File: config.mk
export PLATFORM = sky130hd
export DESIGN_NAME = control_registro_datos
export DESIGN_NICKNAME = d
export VERILOG_FILES = /design/src/rtl/control_registro_datos.sv
export SDC_FILE = /design/constraint.sdc
export NUM_CORES = 1
export LEC_CHECK = 0
export CAP_MARGIN = 20
export CORE_UTILIZATION = 37
export CTS_BUF_LIST = sky130_fd_sc_hd__clkbuf_4 sky130_fd_sc_hd__clkbuf_8
export CTS_CLUSTER_SIZE = 10
export DETAILED_ROUTE_END_ITERATION = 8
export PLACE_DENSITY = 0.85
export SLEW_MARGIN = 20
export SYNTH_ARGS = -nofsm -noshare
export SYNTH_HDL_FRONTEND = slang
export SYNTH_SLANG_ARGS = --single-unit
export TNS_END_PERCENT = 20
File: constraint.sdc
create_clock -name clk -period 1.7 [get_ports clk]
set_input_delay 0.255 -clock clk [delete_from_list [all_inputs] [get_ports clk]]
set_output_delay 0.255 -clock clk [all_outputs]
set_load 0.01 [all_outputs]
File: src/rtl/control_registro_datos.sv
// Arbitrates the two-port data register bank between CPU and UART RX, and
// sequences an NBYTES LSB-first UART transmission from a snapshot of reg0.
module control_registro_datos #(
  parameter int NBYTES = 4
) (
  input  logic        clk,
  input  logic        rst,
  input  logic        cpu_req,
  input  logic        cpu_we,
  input  logic [1:0]  cpu_addr,
  input  logic [31:0] cpu_wdata,
  output logic        cpu_ready,
  output logic        cpu_rvalid,
  output logic [31:0] cpu_rdata,
  input  logic        rx_valid,
  input  logic [7:0]  rx_data,
  output logic        rf_wr1,
  output logic [31:0] rf_in1,
  output logic        rf_addr1,
  output logic        rf_wr2,
  output logic [31:0] rf_in2,
  output logic        rf_addr2,
  input  logic [31:0] rf_out,
  input  logic [31:0] rf_out_d0,
  output logic        tx_valid,
  output logic [7:0]  tx_data,
  input  logic        tx_ready,
  output logic        busy,
  output logic        tx_done,
  output logic        rx_overrun
);

  typedef enum logic [1:0] {S_IDLE, S_SNAP, S_SEND, S_DONE} state_t;

  state_t      r_state, w_next;
  logic        r_rvalid, r_rx_pending, r_overrun;
  logic [31:0] r_rdata, r_shift;
  logic [1:0]  r_cnt;

  logic        w_collide, w_acc, w_wr, w_rd, w_ctrl_wr, w_start;
  logic        w_ovr_set, w_ovr_clr, w_hs, w_last;
  logic [31:0] w_rd_mux;

  // A CPU write to reg1 would collide with the RX byte on the same entry; RX wins.
  assign w_collide = cpu_req & cpu_we & (cpu_addr == 2'd1) & rx_valid;
  assign cpu_ready = cpu_req & ~w_collide;
  assign w_acc     = cpu_req & cpu_ready;
  assign w_wr      = w_acc & cpu_we;
  assign w_rd      = w_acc & ~cpu_we;
  assign w_ctrl_wr = w_wr & (cpu_addr == 2'd2);
  assign w_start   = w_ctrl_wr & cpu_wdata[0] & (r_state == S_IDLE);
  assign w_ovr_set = rx_valid & r_rx_pending;
  assign w_ovr_clr = w_ctrl_wr & cpu_wdata[1];
  assign w_hs      = tx_valid & tx_ready;
  assign w_last    = (r_cnt == 2'(NBYTES - 1));

  assign rf_wr1   = w_wr & ~cpu_addr[1];
  assign rf_addr1 = cpu_addr[0];
  assign rf_in1   = rf_wr1 ? cpu_wdata : 32'd0;
  assign rf_wr2   = rx_valid;
  assign rf_addr2 = rx_valid;
  assign rf_in2   = rx_valid ? {24'd0, rx_data} : 32'd0;

  assign cpu_rvalid = r_rvalid;
  assign cpu_rdata  = r_rdata;
  assign rx_overrun = r_overrun;

  always_comb begin
    w_rd_mux = 32'd0;
    case (cpu_addr)
      2'd0, 2'd1: w_rd_mux = rf_out;
      2'd2:       w_rd_mux = {30'd0, r_overrun, busy};
      default:    w_rd_mux = 32'd0;
    endcase
  end

  always_ff @(posedge clk) begin
    if (rst) begin
      r_rvalid     <= 1'b0;
      r_rdata      <= 32'd0;
      r_rx_pending <= 1'b0;
      r_overrun    <= 1'b0;
    end else begin
      r_rvalid <= w_rd;
      if (w_rd)
        r_rdata <= w_rd_mux;
      // A fresh byte keeps pending set even if reg1 is read in the same cycle.
      if (rx_valid)
        r_rx_pending <= 1'b1;
      else if (w_rd && cpu_addr == 2'd1)
        r_rx_pending <= 1'b0;
      if (w_ovr_set)
        r_overrun <= 1'b1;
      else if (w_ovr_clr)
        r_overrun <= 1'b0;
    end
  end

  always_ff @(posedge clk) begin
    if (rst) begin
      r_state <= S_IDLE;
      r_shift <= 32'd0;
      r_cnt   <= 2'd0;
    end else begin
      r_state <= w_next;
      if (r_state == S_SNAP) begin
        r_shift <= rf_out_d0;
        r_cnt   <= 2'd0;
      end else if (r_state == S_SEND && w_hs) begin
        r_shift <= r_shift >> 8;
        r_cnt   <= r_cnt + 2'd1;
      end
    end
  end

  always_comb begin
    w_next   = r_state;
    tx_valid = 1'b0;
    tx_data  = 8'd0;
    tx_done  = 1'b0;
    busy     = 1'b0;
    case (r_state)
      S_IDLE: if (w_start) w_next = S_SNAP;
      S_SNAP: begin
        busy   = 1'b1;
        w_next = S_SEND;
      end
      S_SEND: begin
        busy     = 1'b1;
        tx_valid = 1'b1;
        tx_data  = r_shift[7:0];
        if (w_hs && w_last) w_next = S_DONE;
      end
      S_DONE: begin
        busy    = 1'b1;
        tx_done = 1'b1;
        w_next  = S_IDLE;
      end
      default: w_next = S_IDLE;
    endcase
  end

endmodule

==> reports/summary.json, run 1 <==
{
  "synth": {
    "yosysWarnings": 0,
    "total_of_flip_flops_plus_latches_after_synthesis": 71,
    "avgSynthCellArea_um2": 9.03,
    "synth.top_cells.by_area": "sky130_fd_sc_hd__dfxtp_1 (42%), sky130_fd_sc_hd__and2_1 (8.9%), sky130_fd_sc_hd__a22o_1 (7.8%)",
    "syn-instance-count": 375,
    "synth_top_area_share_pct": 42.0,
    "ys_seq_area_share_pct": 42.0,
    "syn-cell-area_um2": 3390,
    "yosysTopAreaCell": "sky130_fd_sc_hd__dfxtp_1",
    "yosysUniqueCellTypes": 30
  },
  "floorplan": {
    "placementRows": 34,
    "die_area_um2": 9540,
    "floorplan.die.height_um": 97.7,
    "coreArea_um2": 8810,
    "i_o_pin_total": 226,
    "chipWidth_um": 97.7,
    "initial_utilization_pct": 38.5
  },
  "layout": {
    "final_design_area_no_fill_um2": 5690,
    "n_antenna_cell": 0,
    "final_nets": 697,
    "total_area_of_multi_input_combinational_cells_um2": 1700,
    "area_delta_synth_final_pct": 68.0,
    "post_route_cells_drive_above_1_share_pct": 16.1,
    "nFillCells": 746,
    "ff_latch_area_um2": 1420
  },
  "critical_path": {
    "worst_r2r_endpoint": "r_state[0]",
    "cp-start-kind": "primary input",
    "timing.critical_path.max_delay_family": "buffers and inverters",
    "timing.critical_path.from": "rx_valid",
    "cp_num_buf_inv": 4,
    "reg2regPathDepth": 7,
    "crit_end": "rf_in1[10]",
    "critical_path.endpoint_type": "output pin",
    "setup.worst_path.class": "in -> out",
    "critical_path.slowest_cell": "sky130_fd_sc_hd__and4b_2",
    "timing.critical_path.required_ps": 1440,
    "critical_path_peak_fanout": 8,
    "cp.arrival_ps": 1410,
    "worst_path_cell_trace": "dlygate4sd2_1, nand2_1, and4b_2, buf_12, buf_16, and2_1, clkdlybuf4s15_2",
    "worst_r2r_startpoint": "r_state[1]",
    "setup.reg_to_reg.worst_slack_ps": 160,
    "worst_path_largest_cell_delay_ps": 250,
    "timing.critical_path.depth": 7
  },
  "pwr": {
    "netSwitchingFraction_pct": 23.2,
    "clock_power_share_pct": 37.7,
    "share_comb_of_total_power_pct": 18.1,
    "power.sequential.fraction_pct": 44.1,
    "net-switching-power_mw": 0.934,
    "power.leakage_nw": 2.49,
    "worst_ir_drop_vdd_mv": 0.515,
    "p_per_area_nw_per_um2": 707,
    "cellInternalPower_mw": 3.09
  },
  "global_routing": {
    "grt_start_max_net_pins": 67,
    "grt_use_met2_pct": 37.9,
    "grt-busiest-layer": "met2",
    "grt_usage_pct": 21.2,
    "grt_pass1_vias": 3240,
    "overflow": 0,
    "globalRouteMet3Util_pct": 6.40,
    "grt_antenna_before_repair": 1,
    "use_met1_pct": 23.3,
    "grt_first_pass_wirelength_um": 16100
  },
  "detailed_routing": {
    "drt-vias-per-instance": 4.91,
    "first_iter_violations": 155,
    "drtAntennaViolNets": 0,
    "drt_wl_total_um": 10400,
    "drt_pass1_iterations": 6,
    "post_drt_wl_per_cell_um": 15.0,
    "remaining_drc_errors": 36,
    "vias": 3404
  },
  "sta": {
    "timing.final.crit_share_pct": 97.8,
    "worstMarginPinSlew_ps": 668,
    "final_hold_viol_count": 0,
    "worst_slack_ps": 36.8,
    "drv_slew": 0,
    "relSlewSlack_pct": 55.4,
    "post-route-min-period_ps": 1660,
    "grt_setup_unrepaired": "true",
    "final.setup_skew_ps": 8.35,
    "finalSetupViolations": 0,
    "fmax_ghz": 0.601
  },
  "clock_network": {
    "clockBufferDepth": 2,
    "cts.htree.levels": 3,
    "ctsHoldBuffers": 0,
    "clock_latency_ps": 340,
    "tritoncts.num_buffers": 9,
    "clk_root_buffer_cell": "sky130_fd_sc_hd__clkbuf_8",
    "cts.sinks": 71,
    "clock_tree_from_tritoncts": "done",
    "clk_pin_slew_ps": 70
  },
  "placed_design": {
    "port_buffers": 201,
    "gp_routability_congestion": 0.758,
    "preCtsSetupSlack_ps": -540,
    "detailed_place_hpwl_um": 7610,
    "place_area_um2": 5510
  },
  "job": {
    "drv_cap": 0
  },
  "hold_path": {
    "holdCritPathClass": "in -> reg",
    "whs_path_depth": 4
  },
  "outcome": {
    "failed_checks": "design-rule violations",
    "run_status": "finished, violations left"
  }
}
-- final cells by class --
type	instances	share of cell area [%]
timing repair buffer	230	38.2
clock inverter	5	1.41
tap	108	2.37
inverter	6	0.396
multi-input combinational	262	29.9
sequential	71	25.0
clock buffer	11	2.66
-- flip-flops by register name (all words and copies together) (netlist names) --
register,cells
r_shift,32
r_rx_pending,1
r_state,2
cpu_rvalid,1
cpu_rdata,32
rx_overrun,1
r_cnt,2
-- worst reg2reg max path, stage by stage (launching register included) --
cell and delay [ps]:
sky130_fd_sc_hd__dfxtp_2 360, sky130_fd_sc_hd__buf_4 120, sky130_fd_sc_hd__inv_1 50, sky130_fd_sc_hd__ha_1 190
sky130_fd_sc_hd__buf_4 150, sky130_fd_sc_hd__nor2b_1 140, sky130_fd_sc_hd__a221oi_2 230, sky130_fd_sc_hd__o221a_1 230
-- metrics by stage --
| stage | TNS (ps) | hold WS (ps) | power (mW) | instances | util, % |
|---|---|---|---|---|---|
| 2_1_floorplan | 0 | 380 | 2.12 | 398 | - |
| 3_3_place_gp | -28920 | 441 | 2.52 | 671 | 62.6 |
| 3_5_place_dp | -32900 | 463 | 2.54 | 671 | 62.6 |
| 4_1_cts | 0 | 425 | 4.07 | 693 | 66.5 |
| 5_1_grt | -30.9 | 457 | 4.21 | 693 | 64.6 |
| 6_report | 0 | 448 | 4.02 | 693 | 64.6 |
-- worst min path at each step --
stage             startpoint            end
2_1_floorplan     rf_out[10]  cpu_rdata[10]
3_3_place_gp    r_rx_pending     rx_overrun
3_5_place_dp   cpu_rdata[21]  cpu_rdata[21]
4_1_cts             rx_valid   r_rx_pending
5_1_grt        rf_out_d0[28]    r_shift[28]
6_report            rx_valid   r_rx_pending
-- synthesized netlist by cell type (all sizes together) --
| cell type | count |
|---|---|
| xor2 | 1 |
| and3 | 24 |
| and2b | 1 |
| nand4b | 1 |
| a211oi | 25 |
| o221a | 1 |
| nand2b | 2 |
| a22o | 30 |
| a21oi | 10 |
| o31a | 1 |
| a311oi | 1 |
| nand2 | 14 |
| inv | 6 |
| and4b | 1 |
| mux2i | 3 |
| nor2 | 6 |
| buf | 42 |
| clkbuf | 17 |
| nor3 | 27 |
| ha | 5 |
| o21ai | 1 |
| dfxtp | 71 |
| conb | 1 |
| a221oi | 1 |
| nor2b | 25 |
| nand3b | 9 |
| nand4bb | 1 |
| and2 | 48 |
-- per-layer routing --
| layer | share of wire (%) | routed length (um) |
|---|---|---|
| met4 | 1.9 | 195 |
| met5 | 0.13 | 13 |
| met1 | 38 | 3940 |
| met2 | 52 | 5410 |
| met3 | 8.0 | 832 |
-- cell usage in the layout (no fill, tap or decap), types with 2 or more instances in the layout --
cell and n:
sky130_fd_sc_hd__dfxtp_2 2, sky130_fd_sc_hd__a211oi_1 25, sky130_fd_sc_hd__nor2b_1 25, sky130_fd_sc_hd__and2_1 48
sky130_fd_sc_hd__clkbuf_2 6, sky130_fd_sc_hd__ha_1 4, sky130_fd_sc_hd__buf_16 2, sky130_fd_sc_hd__clkbuf_8 11
sky130_fd_sc_hd__and3_1 24, sky130_fd_sc_hd__a22o_1 30, sky130_fd_sc_hd__a21oi_1 10, sky130_fd_sc_hd__dfxtp_1 69
sky130_fd_sc_hd__clkdlybuf4s50_1 150, sky130_fd_sc_hd__buf_4 19, sky130_fd_sc_hd__nor3_1 26, sky130_fd_sc_hd__bufinv_16 2
sky130_fd_sc_hd__inv_1 5, sky130_fd_sc_hd__dlygate4sd2_1 7, sky130_fd_sc_hd__mux2i_1 3, sky130_fd_sc_hd__nand2_1 13
sky130_fd_sc_hd__nor2_1 5, sky130_fd_sc_hd__conb_1 24, sky130_fd_sc_hd__clkinvlp_4 2, sky130_fd_sc_hd__clkdlybuf4s15_1 3
sky130_fd_sc_hd__buf_2 33, sky130_fd_sc_hd__nand3b_1 9, sky130_fd_sc_hd__nand2b_1 2, sky130_fd_sc_hd__buf_12 6
-- logic make-up after synthesis --
family / share of synthesized area [%]
AND/OR/NAND/NOR: 27.7
flip-flops: 42.0
AO/OA/AOI/OAI: 16.2
buffers and inverters: 11.0
adder cells (fa/ha/maj): 1.85
multiplexers: 0.887
other: 0.111
XOR/XNOR: 0.259
-- power groups by stage --
stage	sequential (mW)	clock (mW)	combinational [mW]
3_3_place_gp	1.81	0	0.713
4_1_cts	1.78	1.56	0.740
5_1_grt	1.78	1.64	0.785
2_1_floorplan	1.82	0	0.306
6_report	1.78	1.52	0.730
3_5_place_dp	1.81	0	0.731
-- timing repair --
| item | in CTS | in global routing |
|---|---|---|
| setup buffers | 3 | 0 |
| gates cloned | 3 | 0 |
| setup endpoints to repair | 86 | 33 |
| pin swaps | 2 | 1 |
| gates resized for setup | 144 | 32 |
Power figures use the tool's default switching activity.
==> run 2, diff against run 1 <==
PLACE_DENSITY = default   (was 0.85)
PLACE_DENSITY_LB_ADDON = 0.08   (was default)
==> run 2 against run 1 <==
Net effect: the run still ends with design-rule violations left; register-to-register slack got worse by 60 ps; worst hold slack improved by 5.4 ps; core utilization rose by 1.3 points; final area rose by 2.0%; sequential cell count did not move; power rose by 2.5%; via count fell by 1.1%; sequential share of layout area fell by 0.49 points; largest cell class unchanged; fmax rose by 0.70%; clock power rose by 5%; critical path depth did not move; global-route usage rose by 0.64 points; highest routed layer is now met4.
==> reports/summary.json, run 2 (synthesized netlist as in run 1, its figures left out) <==
{
  "outcome": {
    "run_status": "finished, violations left",
    "failed_checks": "design-rule violations"
  },
  "clock_network": {
    "clock_latency_ps": 350,
    "clk_pin_slew_ps": 70,
    "clk_root_buffer_cell": "sky130_fd_sc_hd__clkbuf_8",
    "clock_tree_from_tritoncts": "done",
    "clockBufferDepth": 2,
    "ctsHoldBuffers": 0,
    "cts.htree.levels": 3,
    "cts.sinks": 71,
    "tritoncts.num_buffers": 9
  },
  "detailed_routing": {
    "wl_met1_um": 4300,
    "post_drt_wl_per_cell_um": 15.3,
    "first_iter_violations": 161,
    "drt-vias-per-instance": 4.84,
    "vias": 3367,
    "drt_wl_total_um": 10600,
    "drt_pass1_iterations": 6,
    "routed-wl-met3_um": 660,
    "topRoutingLayerUsed": "met4",
    "remaining_drc_errors": 36,
    "wl_met2_um": 5440,
    "drtAntennaViolNets": 0
  },
  "critical_path": {
    "worst_path_cell_trace": "dlygate4sd2_1, nand2_1, and4b_4, buf_6, buf_12, and2_1, buf_2",
    "cp_num_buf_inv": 4,
    "setup.worst_path.class": "in -> out",
    "cp.arrival_ps": 1400,
    "timing.critical_path.required_ps": 1440,
    "critical_path_peak_fanout": 9,
    "cp-start-kind": "primary input",
    "timing.critical_path.max_delay_family": "buffers and inverters",
    "critical_path.endpoint_type": "output pin",
    "worst_r2r_startpoint": "r_state[0]",
    "setup.reg_to_reg.worst_slack_ps": 100,
    "reg2regPathDepth": 8,
    "critical_path.slowest_cell": "sky130_fd_sc_hd__and4b_4",
    "worst_r2r_endpoint": "r_shift[0]",
    "worst_path_largest_cell_delay_ps": 330
  },
  "floorplan": {
    "initial_utilization_pct": 38.5,
    "coreArea_um2": 8810,
    "floorplan.die.height_um": 97.7,
    "placementRows": 34,
    "die_area_um2": 9540,
    "i_o_pin_total": 226,
    "chipWidth_um": 97.7
  },
  "placed_design": {
    "port_buffers": 201,
    "detailed_place_hpwl_um": 7510,
    "place_area_um2": 5550,
    "post-place-cells": 674,
    "preCtsSetupSlack_ps": -471,
    "gp_routability_congestion": 0.737
  },
  "layout": {
    "area_delta_synth_final_pct": 71.3,
    "nFillCells": 730,
    "final_design_area_no_fill_um2": 5800,
    "post_route_cells_drive_above_1_share_pct": 17.3,
    "final_cell_mix": "sky130_fd_sc_hd__clkdlybuf4s50_1 (151), sky130_fd_sc_hd__dfxtp_1 (69), sky130_fd_sc_hd__and2_1 (46), sky130_fd_sc_hd__a22o_1 (30), sky130_fd_sc_hd__nor3_1 (26)",
    "mostFrequentLayoutCell": "sky130_fd_sc_hd__clkdlybuf4s50_1",
    "finish.utilization_pct": 65.9,
    "final_nets": 700,
    "n_antenna_cell": 0,
    "post_layout_nonfiller_instances": 696
  },
  "hold_path": {
    "hold_start": "r_rx_pending",
    "timing.hold.worst_endpoint": "rx_overrun",
    "whs_path_depth": 2,
    "holdCritPathClass": "reg -> reg"
  },
  "global_routing": {
    "grt_antenna_before_repair": 0,
    "grt_first_pass_wirelength_um": 16400,
    "grt_start_max_net_pins": 67,
    "grt_usage_pct": 21.8,
    "overflow": 0,
    "grt_pass1_vias": 3181
  },
  "sta": {
    "grt_setup_unrepaired": "true",
    "final_hold_viol_count": 0,
    "finalSetupViolations": 0,
    "worst_slack_ps": 48.3,
    "drv_slew": 0,
    "post-route-min-period_ps": 1650,
    "timing.final.crit_share_pct": 97.2,
    "fmax_ghz": 0.605,
    "final.setup_skew_ps": 7.37
  },
  "pwr": {
    "p_per_area_nw_per_um2": 711,
    "finalPower_mw": 4.12,
    "share_comb_of_total_power_pct": 18.4,
    "clock_power_share_pct": 38.6,
    "worst_ir_drop_vdd_mv": 0.423,
    "power.leakage_nw": 2.50,
    "netSwitchingFraction_pct": 23.4,
    "cellInternalPower_mw": 3.16,
    "power.sequential.fraction_pct": 43.1,
    "net-switching-power_mw": 0.967
  },
  "job": {
    "drv_cap": 0
  }
}
## run 2: cell types whose count changed in the layout (fill, tap and decap cells not counted), moves of 2 or more
cell,change
sky130_fd_sc_hd__a211oi_1,-6
sky130_fd_sc_hd__and2_4,+2
sky130_fd_sc_hd__buf_6,+4
sky130_fd_sc_hd__buf_2,-8
sky130_fd_sc_hd__clkbuf_2,+2
sky130_fd_sc_hd__a211oi_2,+6
sky130_fd_sc_hd__clkdlybuf4s15_1,+4
sky130_fd_sc_hd__and2_1,-2
## run 2: cell type report
class,instances,area (um2),share of cell area (%)
flip-flops and latches,71,1420,24.5
well taps,108,135,2.33
inverters,6,22.5,0.388
clock inverters,4,76.3,1.32
multi-input cells,262,1740,30.0
clock buffers,12,165,2.85
repair buffers,233,2240,38.6
## run 2: how the worst max path moves through the flow
stage           startpoint           to  cells past startpoint
2_1_floorplan   r_state[0]  r_shift[12]                      7
3_3_place_gp   cpu_addr[0]   rf_in1[30]                      6
3_5_place_dp   cpu_addr[0]    rf_in1[8]                      6
4_1_cts         r_state[0]   tx_data[0]                      5
5_1_grt         r_state[0]   r_shift[0]                      8
6_report       cpu_addr[0]    rf_in1[4]                      7
## run 2: metal layers
layer  vias to the layer above  global-route usage, %
met2                       129                   39.6
met4                         0                   8.62
met1                      1550                   24.1
li1                       1671                      -
met3                        17                   5.83
met5                         -                      0
## run 2: power groups by stage
stage                     Sequential (mW)  Combinational [mW]  Clock, mW
after floorplan                      1.82               0.306          0
after global placement               1.81               0.731          0
after detailed placement             1.81               0.738          0
after CTS                            1.77               0.751       1.62
after global routing                 1.78               0.813       1.71
final                                1.78               0.757       1.59
## run 2: worst min-delay path: cells and delay by family, from the launching register on
kind               cells  cell delay [ps]
AOI/OAI and AO/OA      1               50
DFF                    1              310
and+or+nand+nor        1               50
## run 2: stage by stage
| step | hold WS (ps) | setup TNS [ps] |
|---|---|---|
| floorplan | 380 | 0 |
| global placement | 440 | -13740 |
| detailed placement | 445 | -14650 |
| CTS | 446 | -667 |
| global route | 465 | -5.59 |
| finish | 453 | 0 |
## run 2: what timing repair did
action	CTS	global route
gates resized for setup	134	45
setup endpoints to repair	61	54
buffers inserted	3	0
pin swaps	3	0
gates cloned	3	0
endpoints found under the hold margin	0	0
==> run 3, diff against run 2 <==
CORE_UTILIZATION = 30   (was 37)
==> run 3 against run 2 <==
Net effect: the flow now finishes without violations; clock-buffer cell count increased by 1; sequential cell count did not move; register-to-register slack worse by 20 ps; power down 10%; final area shrank 3.1%; critical path depth fell by 4; die area up 23%; final cell count is 3.4% higher; core utilization fell by 14 points; sequential power barely moved; critical path type unchanged; critical endpoint is now rf_in2[6]; largest cell class unchanged.
==> reports/summary.json, run 3 (synthesized netlist as in run 1, its figures left out) <==
{
  "layout": {
    "nFillCells": 1068,
    "n_antenna_cell": 0,
    "final_nets": 694,
    "ff_latch_area_um2": 1420,
    "final_cell_mix": "sky130_fd_sc_hd__clkdlybuf4s50_1 (151), sky130_fd_sc_hd__dfxtp_1 (69), sky130_fd_sc_hd__and2_1 (48), sky130_fd_sc_hd__buf_2 (33), sky130_fd_sc_hd__a22o_1 (30)",
    "post_route_cells_drive_above_1_share_pct": 16.0,
    "total_area_of_multi_input_combinational_cells_um2": 1710,
    "post_layout_nonfiller_instances": 720,
    "mostFrequentLayoutCell": "sky130_fd_sc_hd__clkdlybuf4s50_1",
    "final_design_area_no_fill_um2": 5620,
    "finish.utilization_pct": 51.4,
    "area_delta_synth_final_pct": 66.0
  },
  "pwr": {
    "worst_ir_drop_vdd_mv": 0.367,
    "finalPower_mw": 3.70,
    "power.leakage_nw": 2.43,
    "p_per_area_nw_per_um2": 658
  },
  "placed_design": {
    "preCtsSetupSlack_ps": -444,
    "port_buffers": 201,
    "detailed_place_hpwl_um": 7540,
    "gp_routability_congestion": 0.735,
    "post-place-cells": 701,
    "place_area_um2": 5540
  },
  "critical_path": {
    "crit_top_cell": "sky130_fd_sc_hd__clkdlybuf4s50_1",
    "worst_path_largest_cell_delay_ps": 540,
    "cp_num_buf_inv": 2,
    "cp-start-kind": "primary input",
    "critical_path_peak_fanout": 1,
    "cp.arrival_ps": 1380,
    "timing.critical_path.from": "rx_data[6]",
    "reg2regPathDepth": 8,
    "worst_path_cell_trace": "clkdlybuf4s50_1, and2_1, clkdlybuf4s50_1",
    "critical_path.endpoint_type": "output pin",
    "worst_r2r_endpoint": "r_shift[17]",
    "timing.critical_path.max_delay_family": "buffers and inverters",
    "timing.critical_path.required_ps": 1440,
    "critical_path.slowest_cell": "sky130_fd_sc_hd__clkdlybuf4s50_1",
    "setup.worst_path.class": "in -> out",
    "worst_r2r_startpoint": "r_state[0]",
    "setup.reg_to_reg.worst_slack_ps": 80
  },
  "detailed_routing": {
    "first_iter_violations": 124,
    "drt_wl_total_um": 10400,
    "vias": 3336,
    "drt_pass1_iterations": 4,
    "drtAntennaViolNets": 0,
    "post_drt_wl_per_cell_um": 14.4,
    "drt-vias-per-instance": 4.63,
    "remaining_drc_errors": 0
  },
  "clock_network": {
    "clockBufferDepth": 2,
    "tritoncts.num_buffers": 9,
    "clock_latency_ps": 340,
    "clk_pin_slew_ps": 70,
    "cts.sinks": 71,
    "clk_root_buffer_cell": "sky130_fd_sc_hd__clkbuf_8",
    "clock_tree_from_tritoncts": "done",
    "cts.htree.levels": 3,
    "ctsHoldBuffers": 0
  },
  "floorplan": {
    "die_area_um2": 11700,
    "i_o_pin_total": 226,
    "chipWidth_um": 108,
    "placementRows": 38,
    "floorplan.die.height_um": 108,
    "coreArea_um2": 10900,
    "initial_utilization_pct": 31.0
  },
  "global_routing": {
    "use_met1_pct": 19.6,
    "grt-busiest-layer": "met2",
    "grt_pass1_vias": 3081,
    "grt_first_pass_wirelength_um": 15400,
    "overflow": 0,
    "grt_antenna_before_repair": 0,
    "grt_use_met2_pct": 30.0,
    "grt_start_max_net_pins": 67,
    "grt_usage_pct": 16.8,
    "globalRouteMet3Util_pct": 3.62
  },
  "hold_path": {
    "holdCritPathClass": "reg -> reg",
    "hold_start": "r_rx_pending",
    "whs_path_depth": 2,
    "timing.hold.worst_endpoint": "rx_overrun"
  },
  "sta": {
    "final.setup_skew_ps": 11.7,
    "final_hold_viol_count": 0,
    "fmax_ghz": 0.610,
    "holdWs_ps": 450,
    "setup-tns-final_ps": 0,
    "drv_slew": 0,
    "timing.final.crit_share_pct": 96.4,
    "finalSetupViolations": 0,
    "post-route-min-period_ps": 1640,
    "grt_setup_unrepaired": "true",
    "worst_slack_ps": 61.7
  },
  "job": {
    "drv_cap": 0
  },
  "outcome": {
    "run_status": "completed"
  }
}
-- run 3: worst max path at each step --
stage                  end  depth (start not counted)
2_1_floorplan  r_shift[12]                          7
3_3_place_gp    rf_in1[18]                          6
3_5_place_dp     rf_in1[2]                          6
4_1_cts         tx_data[5]                          5
5_1_grt        r_shift[19]                          8
6_report         rf_in2[6]                          3
-- run 3: final cells by class --
type | instances | share of cell area [%]
clock buffer | 13 | 2.96
clock inverter | 1 | 0.0890
inverter | 6 | 0.401
multi-input combinational | 262 | 30.4
sequential | 71 | 25.3
tap | 140 | 3.12
timing repair buffer | 227 | 37.7
-- run 3: worst reg2reg max path, stage by stage, from the launching register on --
cell	delay, ps
sky130_fd_sc_hd__dfxtp_2	320
sky130_fd_sc_hd__inv_2	70
sky130_fd_sc_hd__ha_4	160
sky130_fd_sc_hd__buf_12	130
sky130_fd_sc_hd__buf_4	180
sky130_fd_sc_hd__nand2_2	70
sky130_fd_sc_hd__buf_4	210
sky130_fd_sc_hd__a211oi_1	280
sky130_fd_sc_hd__nor3_1	70
-- run 3: what timing repair did --
action,in CTS,in global routing
pin swaps,2,0
setup endpoints to repair,54,19
cloned,2,0
gates resized for setup,163,11
buffers inserted,3,0
-- run 3: metal layers --
metal  part of all wire, %  wire length, um  up-vias
li1                      -                -     1654
met1                    40             4140     1549
met2                    51             5280      124
met3                   8.0              834        9
met4                   1.1              115        0
met5                     0                0        -
-- run 3: where the power goes --
| group | internal [mW] | switching (mW) | total (mW) |
|---|---|---|---|
| Clock | 0.625 | 0.578 | 1.20 |
| Sequential | 1.74 | 0.0364 | 1.77 |
| Combinational | 0.448 | 0.274 | 0.722 |
| Total | 2.81 | 0.888 | 3.70 |
